$ cat src/rtl/jcount_monitor.sv
// jcount_monitor: checks a Johnson counter's parallel state for legal codes
// and correct successor order, tracks lock, flags errors, counts revolutions.
// Ports:
//   in_clk, in_clr (async active-high), in_en (sample enable),
//   in_q (counter state), in_err_ack (clears sticky error).
//   o_phase, o_valid, o_locked, o_err, o_err_sticky, o_rev_cnt (registered).
module jcount_monitor #(
  parameter int WIDTH    = 4,
  parameter int LOCK_CNT = 2,
  parameter int REV_W    = 8,
  localparam int PW_RAW  = $clog2(2*WIDTH),
  localparam int PW      = (PW_RAW < 1) ? 1 : PW_RAW
) (
  input  logic             in_clk,
  input  logic             in_clr,
  input  logic             in_en,
  input  logic [WIDTH-1:0] in_q,
  input  logic             in_err_ack,
  output logic [PW-1:0]    o_phase,
  output logic             o_valid,
  output logic             o_locked,
  output logic             o_err,
  output logic             o_err_sticky,
  output logic [REV_W-1:0] o_rev_cnt
);

  typedef enum logic [1:0] {
    UNLOCKED = 2'd0,
    LOCKING  = 2'd1,
    LOCKED   = 2'd2
  } state_t;

  localparam logic [PW-1:0] LAST = PW'(2*WIDTH-1);
  localparam logic [3:0]    LCNT = 4'(LOCK_CNT);

  state_t           state_q, state_d;
  logic [3:0]       match_q, match_d;
  logic [PW-1:0]    phase_q, phase_d;
  logic             valid_q, valid_d;
  logic             err_q, err_d;
  logic             sticky_q, sticky_d;
  logic [REV_W-1:0] rev_q, rev_d;

  logic             dec_legal;
  logic [PW-1:0]    dec_phase;
  logic [PW-1:0]    succ;
  logic             is_succ;
  logic             is_wrap;
  logic [3:0]       match_inc;

  function automatic logic [WIDTH-1:0] lsb_ones(input int n);
    logic [WIDTH-1:0] m;
    m = '0;
    for (int i = 0; i < WIDTH; i++) begin
      m[i] = (i < n);
    end
    return m;
  endfunction

  // Legal codes are a run of ones anchored at the LSB (phase = count)
  // or a run of ones anchored at the MSB over j zeros (phase = WIDTH+j).
  always_comb begin
    dec_legal = 1'b0;
    dec_phase = '0;
    for (int k = 0; k <= WIDTH; k++) begin
      if (in_q == lsb_ones(k)) begin
        dec_legal = 1'b1;
        dec_phase = PW'(k);
      end
    end
    for (int j = 1; j < WIDTH; j++) begin
      if (in_q == ~lsb_ones(j)) begin
        dec_legal = 1'b1;
        dec_phase = PW'(WIDTH + j);
      end
    end
  end

  assign succ      = (phase_q == LAST) ? '0 : phase_q + 1'b1;
  assign is_succ   = dec_legal && (dec_phase == succ);
  assign is_wrap   = is_succ && (phase_q == LAST);
  assign match_inc = match_q + 4'd1;

  always_comb begin
    state_d  = state_q;
    match_d  = match_q;
    phase_d  = phase_q;
    valid_d  = valid_q;
    err_d    = 1'b0;
    rev_d    = rev_q;
    sticky_d = in_err_ack ? 1'b0 : sticky_q;
    if (in_en) begin
      valid_d = dec_legal;
      if (dec_legal) begin
        phase_d = dec_phase;
      end
      unique case (state_q)
        UNLOCKED: begin
          if (dec_legal) begin
            match_d = '0;
            state_d = LOCKING;
          end
        end
        LOCKING: begin
          if (!dec_legal) begin
            state_d = UNLOCKED;
          end else if (is_succ) begin
            match_d = match_inc;
            if (match_inc == LCNT) begin
              state_d = LOCKED;
              // The locking sample itself may close a revolution.
              if (is_wrap) begin
                rev_d = rev_q + 1'b1;
              end
            end
          end else begin
            match_d = '0;
          end
        end
        LOCKED: begin
          if (!dec_legal) begin
            err_d   = 1'b1;
            state_d = UNLOCKED;
          end else if (!is_succ) begin
            err_d   = 1'b1;
            match_d = '0;
            state_d = LOCKING;
          end else if (is_wrap) begin
            rev_d = rev_q + 1'b1;
          end
        end
        default: begin
          state_d = UNLOCKED;
        end
      endcase
      // A new error outranks a same-cycle acknowledge.
      if (err_d) begin
        sticky_d = 1'b1;
      end
    end
  end

  always_ff @(posedge in_clk or posedge in_clr) begin
    if (in_clr) begin
      state_q  <= UNLOCKED;
      match_q  <= '0;
      phase_q  <= '0;
      valid_q  <= 1'b0;
      err_q    <= 1'b0;
      sticky_q <= 1'b0;
      rev_q    <= '0;
    end else begin
      state_q  <= state_d;
      match_q  <= match_d;
      phase_q  <= phase_d;
      valid_q  <= valid_d;
      err_q    <= err_d;
      sticky_q <= sticky_d;
      rev_q    <= rev_d;
    end
  end

  assign o_phase      = phase_q;
  assign o_valid      = valid_q;
  assign o_locked     = (state_q == LOCKED);
  assign o_err        = err_q;
  assign o_err_sticky = sticky_q;
  assign o_rev_cnt    = rev_q;

endmodule

$ cat config.mk
export PLATFORM = sky130hd
export DESIGN_NAME = jcount_monitor
export DESIGN_NICKNAME = d
export VERILOG_FILES = /design/src/rtl/jcount_monitor.sv
export SDC_FILE = /design/constraint.sdc
export NUM_CORES = 1
export LEC_CHECK = 0
export CORE_MARGIN = 3
export CORE_UTILIZATION = 30
export DETAILED_ROUTE_END_ITERATION = 8
export PLACE_DENSITY = 0.57
export RECOVER_POWER = 100
export SLEW_MARGIN = 20
export SYNTH_ARGS = -nofsm -noshare
export SYNTH_HDL_FRONTEND = slang
export SYNTH_SLANG_ARGS = --single-unit
$ cat constraint.sdc
create_clock -name in_clk -period 2.9 [get_ports in_clk]
set_input_delay 0.58 -clock in_clk [delete_from_list [all_inputs] [get_ports in_clk]]
set_output_delay 0.58 -clock in_clk [all_outputs]
set_load 0.05 [all_outputs]
==> impl_metrics.tcl, run 1 <==
set metrics [dict create \
    ant_nets 0 \
    clk_pin_slew_worst_paths_ns 0.08 \
    grt_pass1_wl_um 5250 \
    synth_top_family_by_area "simple AND/OR/NAND/NOR gates" \
    critPathKind "in2reg" \
    finClkSkew_ns 0.008851 \
    worstSkewPairLatency_ns 0.26 \
    p_per_area_nw_per_um2 459.2 \
    diodes 0 \
    regArea_um2 500.5 \
    status "finished clean" \
    maxSlewHeadroom_pct 47.80 \
    post_cts_buffers 0 \
    yosysTopAreaCell "dfrtp_1" \
    num-nets-final 186 \
    peakVddDrop_uv 181.6 \
    drt-total-wl_um 3050 \
    netlist_instances 148 \
    slew_violations 0 \
    viasPerCell 5.397 \
    post-route-worst-setup-slack_ns 0.2389 \
    n_fill_cell 457 \
    rsz0062_at_grt "false" \
    critPathTopFamily "buffers and inverters" \
    hold_buffers 0 \
    cts_tree "yes" \
    die_area_um2 5523 \
    setup_tns_ns 0 \
    yosysWarnings 0 \
    ys_ff_latch 20 \
    yosys-top-cells-area "dfrtp_1 (36%), xor2_1 (5.0%), ha_1 (4.5%)" \
    synth.avg_cell_area_um2 9.460 \
    leakage_nw 0.8097 \
    async_flop_share_pct 100.0 \
    synth_compound_area_share_pct 19.30 \
    synthSimpleGateAreaFrac_pct 24.75 \
    synth_commonest_cells "dfrtp_1 (20), nand2_1 (12), inv_1 (9), nor2_1 (9), xor2_1 (8)" \
    max_freq_ghz 0.3758 \
    die_h_um 74.32 \
    initialDrtViolationCount 46 \
    clock-root-buffer "clkbuf_8" \
    crit_fanout 7 \
    syn_area_um2 1400 \
    track_usage_pct 12.17 \
    crit_required_ns 3.05 \
    start_util_pct 31.50 \
    cts.path.max_buffers 2 \
    synth-adder-area-share_pct 4.468 \
    maxCapViolCount 0 \
    slowest_delay_ns 0.67 \
    grt_max_degree 21 \
    drive_above_1_share_pct 11.05 \
    min_period_ns 2.661 \
    overflow 0 \
    place_hpwl_um 2296 \
    ys_types 55 \
    worstSetupStartpointType "primary input" \
    synth_top_area_share_pct 35.75 \
    multi_input_area_um2 779.5 \
    syn2layout_area_growth_pct 22.79 \
    hold_path_class "reg2reg" \
    tightest_slew_ns 0.7822 \
    critPathBufInv 2 \
    ios 23 \
    cts_buffers 3 \
    seq_area_frac_synth_pct 35.75 \
    synth_ff_type "dfrtp_1" \
    critPathSlowestCell "dlygate4sd3_1" \
    finalCritPeriodShare_pct 91.76 \
    gp_congestion 0.8198 \
    path_cells "dlygate4sd3_1 -> buf_4 -> xor2_1 -> nand3_1 -> o2bb2ai_1 -> or4b_1 -> mux2_1" \
    first_pass_iters 4 \
    hold_viol_final 0 \
    num_vias 1209 \
    dpl_worst_slack_ns 0.07196 \
    io_buffers 22 \
    post_cts_resized 0 \
    first_global_vias 1141 \
    synth_most_common_cell "dfrtp_1" \
    num_rows 24 \
    core_region_area_um2 4444 \
    synth_edf_count 0 \
    wl_per_cell_um 13.62 \
    syn-num-nets 161 \
    arrival_ns 2.81 \
    cts_sinks 20 \
    setup_violations 0 \
    synth_mux_area_share_pct 1.787 \
    cp-end-kind "flop" \
    h-tree-depth 1 \
    synthXorXnorAreaFrac_pct 6.881 \
    post-route-drc-count 0 \
    die_x_um 74.32 \
    antenna_found_initial 0 \
]
==> cell usage in the layout (no fill, tap or decap), drive strengths merged, types with 3 or more instances in the layout <==
cell type	netlist	final
dfrtp	20	20
nand2	12	12
o21ai	6	6
clkdlybuf4s50	0	4
nand2b	4	4
nor2	9	9
dlygate4sd3	0	18
xnor2	3	3
xor2	8	8
nor4	6	6
nand3	6	6
ha	5	5
or4	3	3
buf	5	6
clkbuf	4	4
a21oi	5	5
inv	9	9
and3	3	3
==> kinds of logic after synthesis <==
group	after synthesis
DFF	20
AOI/OAI and AO/OA	33
buffers and inverters	18
adders and majority gates	5
and+or+nand+nor	59
xor gates and xnor gates	11
muxes	2
==> area by class of cell <==
cell class	count	area share [%]
clock inverters	1	1.747
well taps	52	3.785
repair buffers	29	15.65
clock buffers	3	2.402
flip-flops and latches	20	29.11
multi-input cells	110	45.34
inverters	9	1.965
==> layer usage <==
layer | track usage (%) | vias up | part of all wire (%)
met5 | 0 | - | 0
met4 | 5.929 | 0 | 2.5
met3 | 1.351 | 6 | 3.5
met2 | 19.59 | 28 | 44
met1 | 16.23 | 577 | 50
li1 | - | 598 | -
==> sequential cells by signal (all words and copies together), names as in the netlist <==
register and count:
o_err 1, o_valid 1, state_q 2, match_q 4, o_err_sticky 1, o_phase 3, o_rev_cnt 8
==> power breakdown <==
group	switching, mW	leakage (nW)	internal [mW]
registers	0.0235	0.272	0.292
clock network	0.0986	0.0357	0.184
logic	0.119	0.502	0.0719
total	0.241	0.810	0.548
==> worst paths after layout <==
path / from / end / slack, ns / depth (start not counted)
max in group asynchronous: in_clr / o_phase[0] / 1.51 / 2
worst min register to register: o_rev_cnt[7] / o_rev_cnt[7] / 0.46 / 1
min in group asynchronous: in_clr / match_q[2] / 0.89 / 2
worst min-delay path: o_rev_cnt[7] / o_rev_cnt[7] / 0.46 / 1
worst max-delay path: in_q[3] / o_rev_cnt[1] / 0.24 / 7
worst max register to register: o_phase[0] / o_rev_cnt[1] / 0.27 / 7
==> metrics by stage <==
stage | total power, mW | instances | utilization, % | hold WS [ns] | instance area, µm²
4_1_cts | 0.8074 | 224 | 39.25 | 0.4745 | 1744
3_3_place_gp | 0.5184 | 220 | 37.64 | 0.4561 | 1673
3_5_place_dp | 0.5229 | 220 | 37.64 | 0.4627 | 1673
2_1_floorplan | 0.4620 | 148 | - | 0.5438 | 1400
6_report | 0.7894 | 224 | 38.68 | 0.4587 | 1719
5_1_grt | 0.8304 | 224 | 38.68 | 0.4917 | 1719
Power figures use the tool's default switching activity.
==> run 2, diff against run 1 <==
--- a/config.mk
+++ b/config.mk
@@ -5,11 +5,12 @@
 export SDC_FILE = /design/constraint.sdc
 export NUM_CORES = 1
 export LEC_CHECK = 0
-export CORE_MARGIN = 3
+export CORE_MARGIN = 1.5
 export CORE_UTILIZATION = 30
 export DETAILED_ROUTE_END_ITERATION = 8
 export PLACE_DENSITY = 0.57
 export RECOVER_POWER = 100
+export SETUP_SLACK_MARGIN = 0.02
 export SLEW_MARGIN = 20
 export SYNTH_ARGS = -nofsm -noshare
 export SYNTH_HDL_FRONTEND = slang
==> impl_metrics.tcl, run 2 (same netlist as run 1, synthesis figures left out) <==
set metrics [dict create \
    r2r-end "o_rev_cnt[1]" \
    worstSkewPairLatency_ns 0.26 \
    hold_buffers 0 \
    cts_buffers 3 \
    viasPerCell 5.402 \
    first_global_vias 1123 \
    critPathSlowestCell "dlygate4sd3_1" \
    path_cells "dlygate4sd3_1 -> buf_4 -> xor2_1 -> nand3_1 -> o2bb2ai_1 -> or4b_1 -> mux2_1" \
    ios 23 \
    antenna_found_initial 0 \
    worstSetupStartpointType "primary input" \
    internal_power_mw 0.5484 \
    start_util_pct 31.72 \
    clock-root-buffer "clkbuf_8" \
    p_seq_share_pct 39.9 \
    grt_pass1_wl_um 5216 \
    num_rows 24 \
    maxCapViolCount 0 \
    ant_nets 0 \
    hold_viol_final 0 \
    crit_fanout 8 \
    min_period_ns 2.708 \
    reg2reg_depth 7 \
    max_freq_ghz 0.3693 \
    hold_path_end "o_err_sticky" \
    critPathKind "in2reg" \
    holdCritStartpoint "o_err_sticky" \
    die_h_um 71.32 \
    cts_sinks 20 \
    wl_met2_um 1424 \
    peakVddDrop_uv 171.3 \
    setup_tns_ns 0 \
    post-route-drc-count 0 \
    h-tree-depth 1 \
    diodes 0 \
    combPwrFrac_pct 24.4 \
    hold_slack_ns 0.4749 \
    first_pass_iters 4 \
    die_area_um2 5086 \
    highest_layer "met4" \
    place_hpwl_um 2298 \
    initialDrtViolationCount 72 \
    num_vias 1210 \
    post_cts_resized 0 \
    slew_violations 0 \
    gp_congestion 0.8312 \
    leakage_nw 0.8094 \
    utilization_pct 38.95 \
    wl_per_cell_um 13.77 \
    cts_tree "yes" \
    arrival_ns 2.86 \
    finalCritPeriodShare_pct 93.37 \
    drive_above_1_share_pct 11.05 \
    wl_met1_um 1434 \
    hold_path_class "reg2reg" \
    layout_commonest_cell "dfrtp_1" \
    wl_met3_um 190 \
    drt-total-wl_um 3084 \
    syn2layout_area_growth_pct 22.79 \
    regArea_um2 500.5 \
    postPlaceCellArea_um2 1673 \
    status "finished clean" \
    grt_max_degree 21 \
    setup_violations 0 \
    tightest_slew_ns 0.7722 \
    largest_reg_flops 8 \
    worstReg2RegStart "o_phase[0]" \
    multi_input_area_um2 779.5 \
    track_usage_pct 12.78 \
    overflow 0 \
    clk_pin_slew_worst_paths_ns 0.08 \
    post_cts_buffers 0 \
    rsz0062_at_grt "false" \
    finClkSkew_ns 0.005778 \
    cp-end-kind "flop" \
    cts.path.max_buffers 2 \
    slowest_delay_ns 0.64 \
    n_fill_cell 441 \
    whs_path_depth 1 \
    critPathTopFamily "buffers and inverters" \
    pwr-share-clk_pct 35.7 \
    p_per_area_nw_per_um2 459.4 \
    fin_area_um2 1719 \
    switching_power_mw 0.2415 \
    maxSlewHeadroom_pct 47.71 \
    num-nets-final 186 \
    reg2reg_slack_ns 0.21 \
    crit_required_ns 3.05 \
    power.share.switching_pct 30.57 \
    layout_common_cells "dfrtp_1 (20), dlygate4sd3_1 (17), nand2_1 (12)" \
    die_x_um 71.32 \
    critPathBufInv 2 \
    core_region_area_um2 4414 \
    io_buffers 22 \
]
run 2: cell types whose count changed in the layout (fill, tap and decap cells not counted), sizes merged:
cell	delta
dlygate4sd3	-1
clkdlybuf4s50	+1
run 2: cell type report:
class / instances / share of cell area, %
Multi-Input combinational cell: 110 / 45.34
Sequential cell: 20 / 29.11
Timing Repair Buffer: 29 / 15.65
Tap cell: 52 / 3.785
Clock buffer: 3 / 2.402
Inverter: 9 / 1.965
Clock inverter: 1 / 1.747
run 2: how the worst max path moves through the flow:
stage,to,from,cells after the start,slack (ns)
floorplan,o_rev_cnt[1],o_phase[0],7,0.1
global placement,o_rev_cnt[1],in_q[2],6,0.17
detailed placement,o_rev_cnt[1],in_q[3],7,0.07
CTS,o_rev_cnt[1],o_phase[0],7,0.28
global route,o_rev_cnt[1],o_phase[0],7,0.11
finish,o_rev_cnt[1],in_q[3],7,0.19
run 2: through the flow:
step | worst slack, ns | power, mW | std cells
after floorplan | 0.09798 | 0.4620 | 148
after global placement | 0.1653 | 0.5171 | 220
after detailed placement | 0.07435 | 0.5222 | 220
after CTS | 0.2806 | 0.8077 | 224
after global routing | 0.1134 | 0.8329 | 224
final | 0.1923 | 0.7899 | 224
run 2: worst reg2reg max path, delay by kind of cell (launching register included):
kind,cells,cell delay [ns]
flip-flops,1,0.44
multiplexers,1,0.34
AO/OA/AOI/OAI,2,0.20
adder cells (fa/ha/maj),2,0.56
AND/OR/NAND/NOR,2,1.04
run 2: power by group through the flow:
stage	clock network [mW]	logic, mW	registers (mW)
4_1_cts	0.290	0.202	0.316
6_report	0.282	0.193	0.315
2_1_floorplan	0	0.123	0.339
3_3_place_gp	0	0.197	0.320
3_5_place_dp	0	0.202	0.321
5_1_grt	0.301	0.212	0.319
run 2: metal layers:
layer,GRT usage (%),vias to the layer above
met4,5.660,0
met2,19.86,44
met5,0,-
met3,2.250,4
met1,17.38,565
li1,-,597
==> run 3, diff against run 2 <==
--- a/config.mk
+++ b/config.mk
@@ -5,7 +5,8 @@
 export SDC_FILE = /design/constraint.sdc
 export NUM_CORES = 1
 export LEC_CHECK = 0
-export CORE_MARGIN = 1.5
+export CAP_MARGIN = 20
+export CORE_MARGIN = 2
 export CORE_UTILIZATION = 30
 export DETAILED_ROUTE_END_ITERATION = 8
 export PLACE_DENSITY = 0.57
==> impl_metrics.tcl, run 3 (same netlist as run 1, synthesis figures left out) <==
set metrics [dict create \
    syn2layout_area_growth_pct 21.09 \
    hold_path_class "reg2reg" \
    viasPerCell 5.527 \
    r2r-end "o_rev_cnt[1]" \
    layout_common_cells "dfrtp_1 (20), dlygate4sd3_1 (17), nand2_1 (12)" \
    leakage_nw 0.7900 \
    critPathKind "in2reg" \
    cts_sinks 20 \
    slowest_delay_ns 0.65 \
    diodes 0 \
    dpl_worst_slack_ns 0.06780 \
    min_period_ns 2.705 \
    ant_nets 0 \
    maxCapViolCount 0 \
    clock-root-buffer "clkbuf_8" \
    clk_pin_slew_worst_paths_ns 0.07 \
    overflow 0 \
    finClkSkew_ns 0.004421 \
    status "finished clean" \
    crit_fanout 9 \
    cts_tree "yes" \
    crit_required_ns 3.04 \
    worstSetupStartpointType "primary input" \
    num_rows 24 \
    p_total_mw 0.6848 \
    die_area_um2 5229 \
    grt_pass1_wl_um 5395 \
    setup_tns_ns 0 \
    path_cells "dlygate4sd3_1 -> or4_1 -> o211ai_1 -> o2bb2ai_1 -> or4b_4 -> mux2_1" \
    worstSkewPairLatency_ns 0.25 \
    peakVddDrop_uv 153.0 \
    utilization_pct 38.41 \
    dp.cells 221 \
    cts.path.max_buffers 2 \
    busiest_layer "met2" \
    first_pass_iters 4 \
    hold_path_end "o_err_sticky" \
    met3_usage_pct 1.944 \
    critPathSlowestCell "dlygate4sd3_1" \
    post_cts_resized 0 \
    tightest_slew_ns 0.7789 \
    layout_commonest_cell "dfrtp_1" \
    track_usage_pct 12.66 \
    met1_usage_pct 17.19 \
    worstReg2RegStart "o_phase[0]" \
    grt_max_degree 21 \
    reg2reg_depth 7 \
    finalCritPeriodShare_pct 93.28 \
    cts_buffers 3 \
    io_buffers 22 \
    critPathTopFamily "simple AND/OR/NAND/NOR gates" \
    whs_path_depth 1 \
    hold_viol_final 0 \
    core_region_area_um2 4414 \
    start_util_pct 31.72 \
    met2_usage_pct 19.98 \
    drive_above_1_share_pct 10.47 \
    die_h_um 72.32 \
    antenna_found_initial 0 \
    max_freq_ghz 0.3697 \
    slew_violations 0 \
    post-route-worst-setup-slack_ns 0.1948 \
    place_hpwl_um 2312 \
    arrival_ns 2.84 \
    post_cts_buffers 0 \
    die_x_um 72.32 \
    wl_per_cell_um 13.68 \
    ios 23 \
    cp-end-kind "flop" \
    post-route-drc-count 0 \
    critPathBufInv 1 \
    rsz0062_at_grt "false" \
    drt-total-wl_um 3065 \
    initialDrtViolationCount 85 \
    num_vias 1238 \
    num-nets-final 187 \
    gp_congestion 0.8370 \
    maxSlewHeadroom_pct 48.02 \
    instances_no_fill 224 \
    largest_reg_flops 8 \
    p_per_area_nw_per_um2 403.9 \
    first_global_vias 1184 \
    hold_buffers 0 \
    h-tree-depth 1 \
    reg2reg_slack_ns 0.26 \
    holdCritStartpoint "o_err_sticky" \
    setup_violations 0 \
    n_fill_cell 448 \
]
run 3: worst reg2reg max path, stage by stage, from the launching register on:
cell and delay, ns:
dfrtp_1 0.43, ha_1 0.22, ha_1 0.34, or4b_1 0.48, o211ai_1 0.12, o2bb2ai_1 0.12
or4b_4 0.50, mux2_1 0.32
run 3: layout make-up:
class / count / area, µm² / area share (%)
clock buffers: 3 / 41.29 / 2.435
inverters: 9 / 33.78 / 1.993
multi-input cells: 110 / 785.8 / 46.35
flip-flops and latches: 20 / 500.5 / 29.52
well taps: 52 / 65.06 / 3.838
repair buffers: 30 / 269.0 / 15.87
run 3: worst max-delay path by stage:
stage	start	end	slack [ns]	cells after the start
detailed placement	in_q[0]	o_rev_cnt[1]	0.07	6
finish	in_q[0]	o_rev_cnt[1]	0.19	6
CTS	o_phase[0]	o_rev_cnt[1]	0.31	7
floorplan	o_phase[0]	o_rev_cnt[1]	0.1	7
global placement	in_q[0]	o_rev_cnt[1]	0.11	6
global route	in_q[0]	o_rev_cnt[1]	0.10	6
run 3: metal layers:
layer  wire length, µm  vias up
met2              1398       39
li1                  -      593
met3               171        2
met4                30        0
met5                 0        -
met1              1465      604
run 3: where the power goes:
group          internal (mW)  leakage, nW  switching (mW)
Clock                 0.0923       0.0216          0.0862
Combinational         0.0714        0.497           0.120
Sequential             0.292        0.272          0.0229
run 3: metrics by stage:
stage / instance area [µm²] / hold WS [ns]
6_report: 1695 / 0.4775
5_1_grt: 1695 / 0.5010
4_1_cts: 1722 / 0.4864
3_5_place_dp: 1680 / 0.4696
3_3_place_gp: 1680 / 0.4564
2_1_floorplan: 1400 / 0.5438
